**config.mk**
```make
export PLATFORM = sky130hd
export DESIGN_NAME = arp_decode_flat
export DESIGN_NICKNAME = d
export VERILOG_FILES = /design/src/rtl/arp_decode_pkg.sv /design/src/rtl/arp_decode_if.sv /design/src/rtl/arp_decode.sv /design/src/flat_wrapper.sv
export SDC_FILE = /design/constraint.sdc
export NUM_CORES = 1
export LEC_CHECK = 0
export CAP_MARGIN = 20
export CELL_PAD_IN_SITES_DETAIL_PLACEMENT = 0
export CELL_PAD_IN_SITES_GLOBAL_PLACEMENT = 1
export CORE_MARGIN = 8
export CORE_UTILIZATION = 40
export DETAILED_ROUTE_END_ITERATION = 6
export PLACE_DENSITY = 0.79
export SLEW_MARGIN = 20
export SYNTH_ARGS = -nofsm -noshare
export SYNTH_HDL_FRONTEND = slang
export SYNTH_SLANG_ARGS = --single-unit
```
**constraint.sdc**
```tcl
create_clock -name clk -period 7.4 [get_ports clk]
set_clock_uncertainty 0.1 [all_clocks]
set_input_delay 1.11 -clock clk [delete_from_list [all_inputs] [get_ports clk]]
set_output_delay 1.11 -clock clk [all_outputs]
set_load 0.01 [all_outputs]
```
**src/rtl/arp_decode_pkg.sv**
```systemverilog
// Shared ARP constants, field offsets and decoder state type, used by the
// ARP decoder and encoder.
package arp_pkg;

    localparam logic [15:0] ARP_HTYPE        = 16'h0001;
    localparam logic [15:0] ARP_PTYPE        = 16'h0800;
    localparam logic [7:0]  ARP_HLEN         = 8'h06;
    localparam logic [7:0]  ARP_PLEN         = 8'h04;
    localparam logic [15:0] ARP_OPER_REQUEST = 16'h0001;
    localparam logic [15:0] ARP_OPER_REPLY   = 16'h0002;

    localparam logic [4:0] OFF_HTYPE = 5'd0;
    localparam logic [4:0] OFF_PTYPE = 5'd2;
    localparam logic [4:0] OFF_HLEN  = 5'd4;
    localparam logic [4:0] OFF_PLEN  = 5'd5;
    localparam logic [4:0] OFF_OPER  = 5'd6;
    localparam logic [4:0] OFF_SHA   = 5'd8;
    localparam logic [4:0] OFF_SPA   = 5'd14;
    localparam logic [4:0] OFF_THA   = 5'd18;
    localparam logic [4:0] OFF_TPA   = 5'd24;
    localparam logic [5:0] ARP_LEN   = 6'd28;
    localparam logic [4:0] OFF_LAST  = 5'(ARP_LEN - 6'd1);

    typedef enum logic [2:0] {
        ST_IDLE,
        ST_HDR,
        ST_SHA,
        ST_SPA,
        ST_THA,
        ST_TPA,
        ST_PAD,
        ST_DISCARD
    } arp_dec_state_t;

    // Expected request header byte at offsets 0..7.
    function automatic logic [7:0] hdr_byte(input logic [2:0] idx);
        case (idx)
            3'd0:    return ARP_HTYPE[15:8];
            3'd1:    return ARP_HTYPE[7:0];
            3'd2:    return ARP_PTYPE[15:8];
            3'd3:    return ARP_PTYPE[7:0];
            3'd4:    return ARP_HLEN;
            3'd5:    return ARP_PLEN;
            3'd6:    return ARP_OPER_REQUEST[15:8];
            default: return ARP_OPER_REQUEST[7:0];
        endcase
    endfunction

    // Parse state that owns the byte at payload offset off.
    function automatic arp_dec_state_t state_for(input logic [4:0] off);
        if (off < OFF_SHA)      return ST_HDR;
        else if (off < OFF_SPA) return ST_SHA;
        else if (off < OFF_THA) return ST_SPA;
        else if (off < OFF_TPA) return ST_THA;
        else                    return ST_TPA;
    endfunction

endpackage

```
**src/rtl/arp_decode_if.sv**
```systemverilog
// Byte-serial ARP payload input and decoded-request result bundle.
interface arp_decode_if;
    logic        ivalid;
    logic [7:0]  din;
    logic        req_valid;
    logic [47:0] sha;
    logic [31:0] spa;
    logic        drop;

    modport master (output ivalid, din, input req_valid, sha, spa, drop);
    modport slave  (input ivalid, din, output req_valid, sha, spa, drop);
endinterface

```
**src/rtl/arp_decode.sv**
```systemverilog
// Byte-serial ARP request decoder: accepts requests targeting IP_ADDR and
// reports the sender address pair, or pulses drop on any rejected frame.
module arp_decode
    import arp_pkg::*;
#(
    parameter logic [47:0] MAC_ADDR = 48'h0,
    parameter logic [31:0] IP_ADDR  = 32'h0
) (
    input logic        clk,
    input logic        rst,
    arp_decode_if.slave bus
);

    arp_dec_state_t state_q, state_d;
    logic [4:0]  cnt_q, cnt_d;
    logic        mism_q, mism_d;
    logic [47:0] sha_st_q, sha_st_d, sha_q, sha_d;
    logic [31:0] spa_st_q, spa_st_d, spa_q, spa_d;
    logic        req_q, req_d, drop_q, drop_d;

    logic       in_frame, take, hdr_bad, tpa_bad, last, trunc;
    logic [4:0] off;
    logic [7:0] ip_byte;

    // IDLE consumes the first byte of a frame as offset 0.
    assign in_frame = state_q inside {ST_HDR, ST_SHA, ST_SPA, ST_THA, ST_TPA};
    assign take     = bus.ivalid && (state_q == ST_IDLE || in_frame);
    assign off      = (state_q == ST_IDLE) ? '0 : cnt_q;
    assign trunc    = in_frame && !bus.ivalid;
    assign last     = take && (off == OFF_LAST);

    always_comb begin
        case (off[1:0])
            2'd0:    ip_byte = IP_ADDR[31:24];
            2'd1:    ip_byte = IP_ADDR[23:16];
            2'd2:    ip_byte = IP_ADDR[15:8];
            default: ip_byte = IP_ADDR[7:0];
        endcase
    end

    assign hdr_bad = take && (off < OFF_SHA) && (bus.din != hdr_byte(off[2:0]));
    assign tpa_bad = take && (off >= OFF_TPA) && (bus.din != ip_byte);

    always_ff @(posedge clk) begin
        if (!rst) begin
            state_q  <= ST_IDLE;
            cnt_q    <= '0;
            mism_q   <= 1'b0;
            sha_st_q <= '0;
            spa_st_q <= '0;
            sha_q    <= '0;
            spa_q    <= '0;
            req_q    <= 1'b0;
            drop_q   <= 1'b0;
        end else begin
            state_q  <= state_d;
            cnt_q    <= cnt_d;
            mism_q   <= mism_d;
            sha_st_q <= sha_st_d;
            spa_st_q <= spa_st_d;
            sha_q    <= sha_d;
            spa_q    <= spa_d;
            req_q    <= req_d;
            drop_q   <= drop_d;
        end
    end

    always_comb begin
        state_d = state_q;
        cnt_d   = cnt_q;
        if (trunc) begin
            state_d = ST_IDLE;
            cnt_d   = '0;
        end else if (hdr_bad) begin
            state_d = ST_DISCARD;
            cnt_d   = '0;
        end else if (last) begin
            state_d = ST_PAD;
            cnt_d   = '0;
        end else if (take) begin
            state_d = state_for(off + 5'd1);
            cnt_d   = off + 5'd1;
        end else if ((state_q == ST_PAD || state_q == ST_DISCARD) && !bus.ivalid) begin
            state_d = ST_IDLE;
        end
    end

    always_comb begin
        drop_d   = trunc || hdr_bad || (last && (mism_q || tpa_bad));
        req_d    = last && !mism_q && !tpa_bad;
        mism_d   = ((state_q == ST_IDLE) ? 1'b0 : mism_q) || tpa_bad;
        sha_st_d = sha_st_q;
        spa_st_d = spa_st_q;
        if (take && off >= OFF_SHA && off < OFF_SPA) sha_st_d = {sha_st_q[39:0], bus.din};
        if (take && off >= OFF_SPA && off < OFF_THA) spa_st_d = {spa_st_q[23:0], bus.din};
        // SPA staging is complete long before offset 27, so the pair is coherent.
        sha_d    = req_d ? sha_st_q : sha_q;
        spa_d    = req_d ? spa_st_q : spa_q;
    end

    assign bus.req_valid = req_q;
    assign bus.drop      = drop_q;
    assign bus.sha       = sha_q;
    assign bus.spa       = spa_q;

endmodule

```
**src/flat_wrapper.sv**
```systemverilog
// flat-port wrapper written by rule: the top's interface ports become plain ports
module arp_decode_flat import arp_pkg::*;
#(
    parameter logic [47:0] MAC_ADDR = 48'h0,
    parameter logic [31:0] IP_ADDR  = 32'h0
)
  (clk, rst, bus_ivalid, bus_din, bus_req_valid, bus_sha, bus_spa, bus_drop);
  arp_decode_if bus_i ();
  input logic clk;
  input logic rst;
  input wire logic [$bits(bus_i.ivalid)-1:0] bus_ivalid;
  input wire logic [$bits(bus_i.din)-1:0] bus_din;
  output wire logic [$bits(bus_i.req_valid)-1:0] bus_req_valid;
  output wire logic [$bits(bus_i.sha)-1:0] bus_sha;
  output wire logic [$bits(bus_i.spa)-1:0] bus_spa;
  output wire logic [$bits(bus_i.drop)-1:0] bus_drop;
  assign bus_i.ivalid = bus_ivalid;
  assign bus_i.din = bus_din;
  assign bus_req_valid = bus_i.req_valid;
  assign bus_sha = bus_i.sha;
  assign bus_spa = bus_i.spa;
  assign bus_drop = bus_i.drop;
  arp_decode #(.MAC_ADDR(MAC_ADDR), .IP_ADDR(IP_ADDR)) u_core (.clk(clk), .rst(rst), .bus(bus_i));
endmodule
```
* After elaboration in Yosys (flattened, before gate mapping)
Index checks and enable logic that the tools add are counted.
Cells by class: magnitude comparators 10, bitwise logic cells 1, shift-type cells 0, muxes and demuxes 11, equal/unequal tests 14, reductions and logical operators 32, divide/modulo/power cells 0, multiply operators 0, add/sub/neg operators 1
Operators with widths (number):
- $eq 3x3->1 const B | 7
- $mux 3 | 7
- $lt 5x4->1 const B | 4
- $pmux 4 s4 | 1
- $logic_and 1x1->1 | 15
- $lt 5x5->1 const B | 3
- $eq 3x2->1 const B | 4
- $ge 5x4->1 const B | 2
- $ne 8x4->1 | 1
- $reduce_bool 8->1 | 1
- $logic_not 3->1 | 2
- $logic_or 1x1->1 | 6
- $add 5x1->5 const B | 1
- $eq 5x5->1 const B | 1
- $ge 5x5->1 const B | 1
- $mux 5 | 1
- $reduce_bool 5->1 | 1
- $reduce_bool 4->1 | 1
- $reduce_or 4->1 | 1
- $eq 3x1->1 const B | 1
- $logic_not 1->1 | 3
- $reduce_or 3->1 | 1
- $mux 1 | 2
- $reduce_or 2->1 | 1
- $not 1->1 | 1
Word-level totals: bits in registers 171, bits of input ports 11, memories 0, bits in read-only memories 0, bits in latches 0, bits in writable memories 0, logic and storage cells 78

* Longest topological paths before layout
word-level depth 11, gate-level depth with buffers 12, mapped depth without buffers 9

* Worst setup path after synthesis
OpenSTA, ideal clock, no wires.
path type in2reg, from input bus_din[0], to register u_core.spa_q[10], in the netlist u_core.bus.spa[10], data arrival time 2.659 ns, stages 7, data required time 7.229 ns, path slack 4.569 ns, path buffers 2, cells stage by stage buf_6 nor4_4 nand2_2 a2111oi_4 buf_6 nand2_2 a21oi_2
On the way: cells in the longest elaborated chain, start to end 4
Ends and longest elaborated chain:
- start: declaration | RTL line flat_wrapper.sv:12 | input wire logic [$bits(bus_i.din)-1:0] bus_din;
- $reduce_bool 8->1 | RTL line arp_decode.sv:42 | assign tpa_bad = take && (off >= OFF_TPA) && (bus.din != ip_byte);
- $logic_and 1x1->1 | RTL line arp_decode.sv:42
- $logic_not 1->1 | RTL line arp_decode.sv:90 | req_d = last && !mism_q && !tpa_bad;
- $logic_and 1x1->1 | RTL line arp_decode.sv:90
- end signal: assignment | RTL line arp_decode.sv:62 | spa_q <= spa_d;
- end: declaration | RTL line arp_decode.sv:18 | logic [31:0] spa_st_q, spa_st_d, spa_q, spa_d;
No other way between the ends. A chain may end at the register's enable or synchronous reset.

* Worst setup path after layout
from input bus_din[0], to register u_core.spa_q[16], in the netlist u_core.bus.spa[16]
Same word-level chain as after synthesis.

==> run_results.csv <==
group,metric,value,unit
floorplanning,fp.dieH,145.2,µm
placed_design,port_buffers,92,
routing,via_count,5331,
setup_path,cp_max_fo,56,
layout,finalNonFillerCells,1070,
placed_design,dp_cells,1037,
logic_synthesis,syn_nets,791,
setup_path,r2r-end,"u_core.bus.drop",
clock_tree,numCtsBuffers,17,
layout,drive_gt1_frac,0.1282,
clock_tree,path_clk_slew,60,ps
clock_tree,cts_max_level,4,
logic_synthesis,syn-instance-count,775,
logic_synthesis,synth-edff-count,0,
logic_synthesis,yosys_warnings,0,
logic_synthesis,synth-main-ff-cell,"dfxtp_1",
layout,layout.nets,853,
global_route,grt_usage,0.1444,
timing,tns,0,ps
flow_run,cap_viol_max_count,0,
routing,ant_nets,0,
run_status,status,"complete, no violations",
logic_synthesis,synth-async-reset-ratio,0,
setup_path,endpoint_kind,"register",
timing,maxSlewViolCount,0,
min_path,hold_path_end,"u_core.bus.sha[45]",
clock_tree,cts.sinks,171,
setup_path,required,7570,ps
routing,dr.pass1.iters,5,
power,power_density,225.4,nW/µm²
layout,nFillCells,1573,
clock_tree,cts_hold_buf,0,
min_path,hold_path.class,"register to register",
min_path,min_from,"u_core.sha_st_q[45]",
timing,fin_ws,4053,ps
clock_tree,ctsLongestPathBuffers,2,
floorplanning,die_w,145.2,µm
timing,relSlewSlack,0.4100,
timing,setup_violations,0,
timing,worst_pin_slew,885.0,ps
timing,hold_viol,0,
routing,drc,0,
global_route,antenna_found_initial,0,
global_route,grt_max_degree,87,
timing,rsz0062_at_grt,"no",
floorplanning,rows,47,
power,total_leakage_power,2.929,nW
placed_design,dp_hpwl,10.26,mm
floorplanning,core_area,16470,µm²
logic_synthesis,syn_avg_cell_area,8.616,µm²
routing,viasPerCell,4.982,
clock_tree,cts_resized,0,
setup_path,critPathLaunchType,"primary input",
floorplanning,num_io_pins,93,
clock_tree,post_cts_buffers,0,
logic_synthesis,synth_cell_type_count,55,
logic_synthesis,syn_area,6678,µm²
routing,dr.first_iter.drc_count,487,
logic_synthesis,synth-seq-area-share,0.5126,
power,peakVddDrop,0.1543,mV
timing,period_minus_slack,3347,ps
timing,fin_crit_sh,0.4522,
placed_design,globalplace.congestion,0.7716,
timing,fmax,298.8,MHz
clock_tree,cts_tree,"yes",
setup_path,r2r_start,"u_core.state_q[2]",
min_path,hold_depth,2,
setup_path,criticalPathCategory,"primary input to register",
setup_path,cp.arrival,3520,ps
layout,finish.utilization,0.5030,
clock_tree,insertion_delay,430,ps
clock_tree,cts-root-buf,"clkbuf_16",
layout,area_growth,24.02,%
setup_path,r2r_cells,9,
global_route,grt_pass1_vias,5058,
floorplanning,die_area,21080,µm²
global_route,grt_pass1_wl,25.61,mm
global_route,grt-ovfl-total,0,
floorplanning,start_util,0.4055,
routing,routed_wirelength,15.33,mm
layout,insertedDiodeCount,0,
setup_path,r2r_slack,4080,ps
placed_design,pre_cts_ws,3626,ps
logic_synthesis,ys_ff_latch,171,
routing,detail_route.wl_per_cell,14.32,µm
[critical path, stage by stage]
cell and delay [ps]:
clkdlybuf4s50_1 580, nor4_4 350, nand2_2 120, a2111o_2 700
buf_4 380, nand2_1 170, a21oi_2 60
[layout by cell type, fill, tap and decap left out, types with 3 or more instances in the layout]
master and n:
a21oi_1 102, a21oi_2 30, and2_1 3, buf_4 6, clkbuf_16 17, clkbuf_8 3, clkdlybuf4s50_1 92, clkinvlp_4 5
dfxtp_1 171, ha_1 5, inv_1 5, inv_6 4, mux2i_1 34, nand2_1 236, nand2_2 31, nor2_1 39
nor2b_1 3, nor3b_1 3, o21ai_0 5
[registers in the layout, indices dropped and copies added (netlist names)]
signal and count:
u_core.bus.drop 1, u_core.bus.req_valid 1, u_core.bus.sha 48, u_core.bus.spa 32, u_core.cnt_q 5, u_core.mism_q 1, u_core.sha_st_q 48, u_core.spa_st_q 32
u_core.state_q 3
[kinds of logic (layout without fill, tap and decap cells)]
family | count (synthesis) | count (layout) | share of synthesized area
muxes | 34 | 34 | 0.05097
and+or+nand+nor | 336 | 336 | 0.2194
AOI/OAI and AO/OA | 165 | 165 | 0.1580
xor gates and xnor gates | 2 | 2 | 0.002624
adders and majority gates | 5 | 5 | 0.009369
DFF | 171 | 171 | 0.5126
buffers and inverters | 62 | 137 | 0.04703
[layer usage]
metal / vias to the layer above / global-route usage / part of all wire
li1: 2692 / - / -
met1: 2522 / 0.1916 / 0.50
met2: 104 / 0.2178 / 0.45
met3: 13 / 0.04571 / 0.042
met4: 0 / 0.04789 / 0.013
met5: - / 0 / 0
[Yosys cell counts (all sizes together), types with 3 or more instances]
master  count  area (µm²)
nor4        3       48.80
buf        24       171.4
nor2b       3       18.77
nand3       3       15.01
nor3b       3       22.52
inv         6       22.52
o21ai       5       25.02
nand2     267        1080
nor2       39       146.4
clkbuf     32       120.1
dfxtp     171        3423
nand4       3       25.02
a21oi     132       773.2
ha          5       62.56
mux2i      34       340.3
and2        3       18.77
[power breakdown]
part	switching [mW]	total, mW	internal [mW]
clock	0.366	0.894	0.528
combinational	0.0332	0.0472	0.0140
sequential	0.00301	0.926	0.923
[final cells by class]
class	count	area, µm²	share of cell area
tap	220	275.3	0.03324
inverter	6	27.53	0.003324
multi-input combinational	542	2959	0.3573
clock inverter	11	132.6	0.01601
clock buffer	21	470.5	0.05681
timing repair buffer	99	993.5	0.1200
sequential	171	3423	0.4134
[through the flow]
stage | hold WS, ps | instance area, µm² | total power [mW]
2_1_floorplan | 331.5 | 6678 | 0.9772
3_3_place_gp | 342.1 | 7651 | 0.9923
3_5_place_dp | 348.0 | 7651 | 0.9933
4_1_cts | 357.1 | 8254 | 1.885
5_1_grt | 373.1 | 8282 | 1.935
6_report | 353.5 | 8282 | 1.867
[how the worst max path moves through the flow]
stage,startpoint,endpoint,slack (ps),cells after the start
6_report,bus_din[0],u_core.bus.spa[16],4050,7
5_1_grt,u_core.state_q[2],u_core.bus.spa[24],3860,9
4_1_cts,bus_din[0],u_core.bus.spa[16],4070,7
3_5_place_dp,bus_din[0],u_core.bus.spa[16],3630,7
3_3_place_gp,bus_din[0],u_core.bus.spa[17],3660,7
2_1_floorplan,bus_din[0],u_core.bus.spa[10],4570,7
Note: power is estimated with default switching activity, not from simulation.
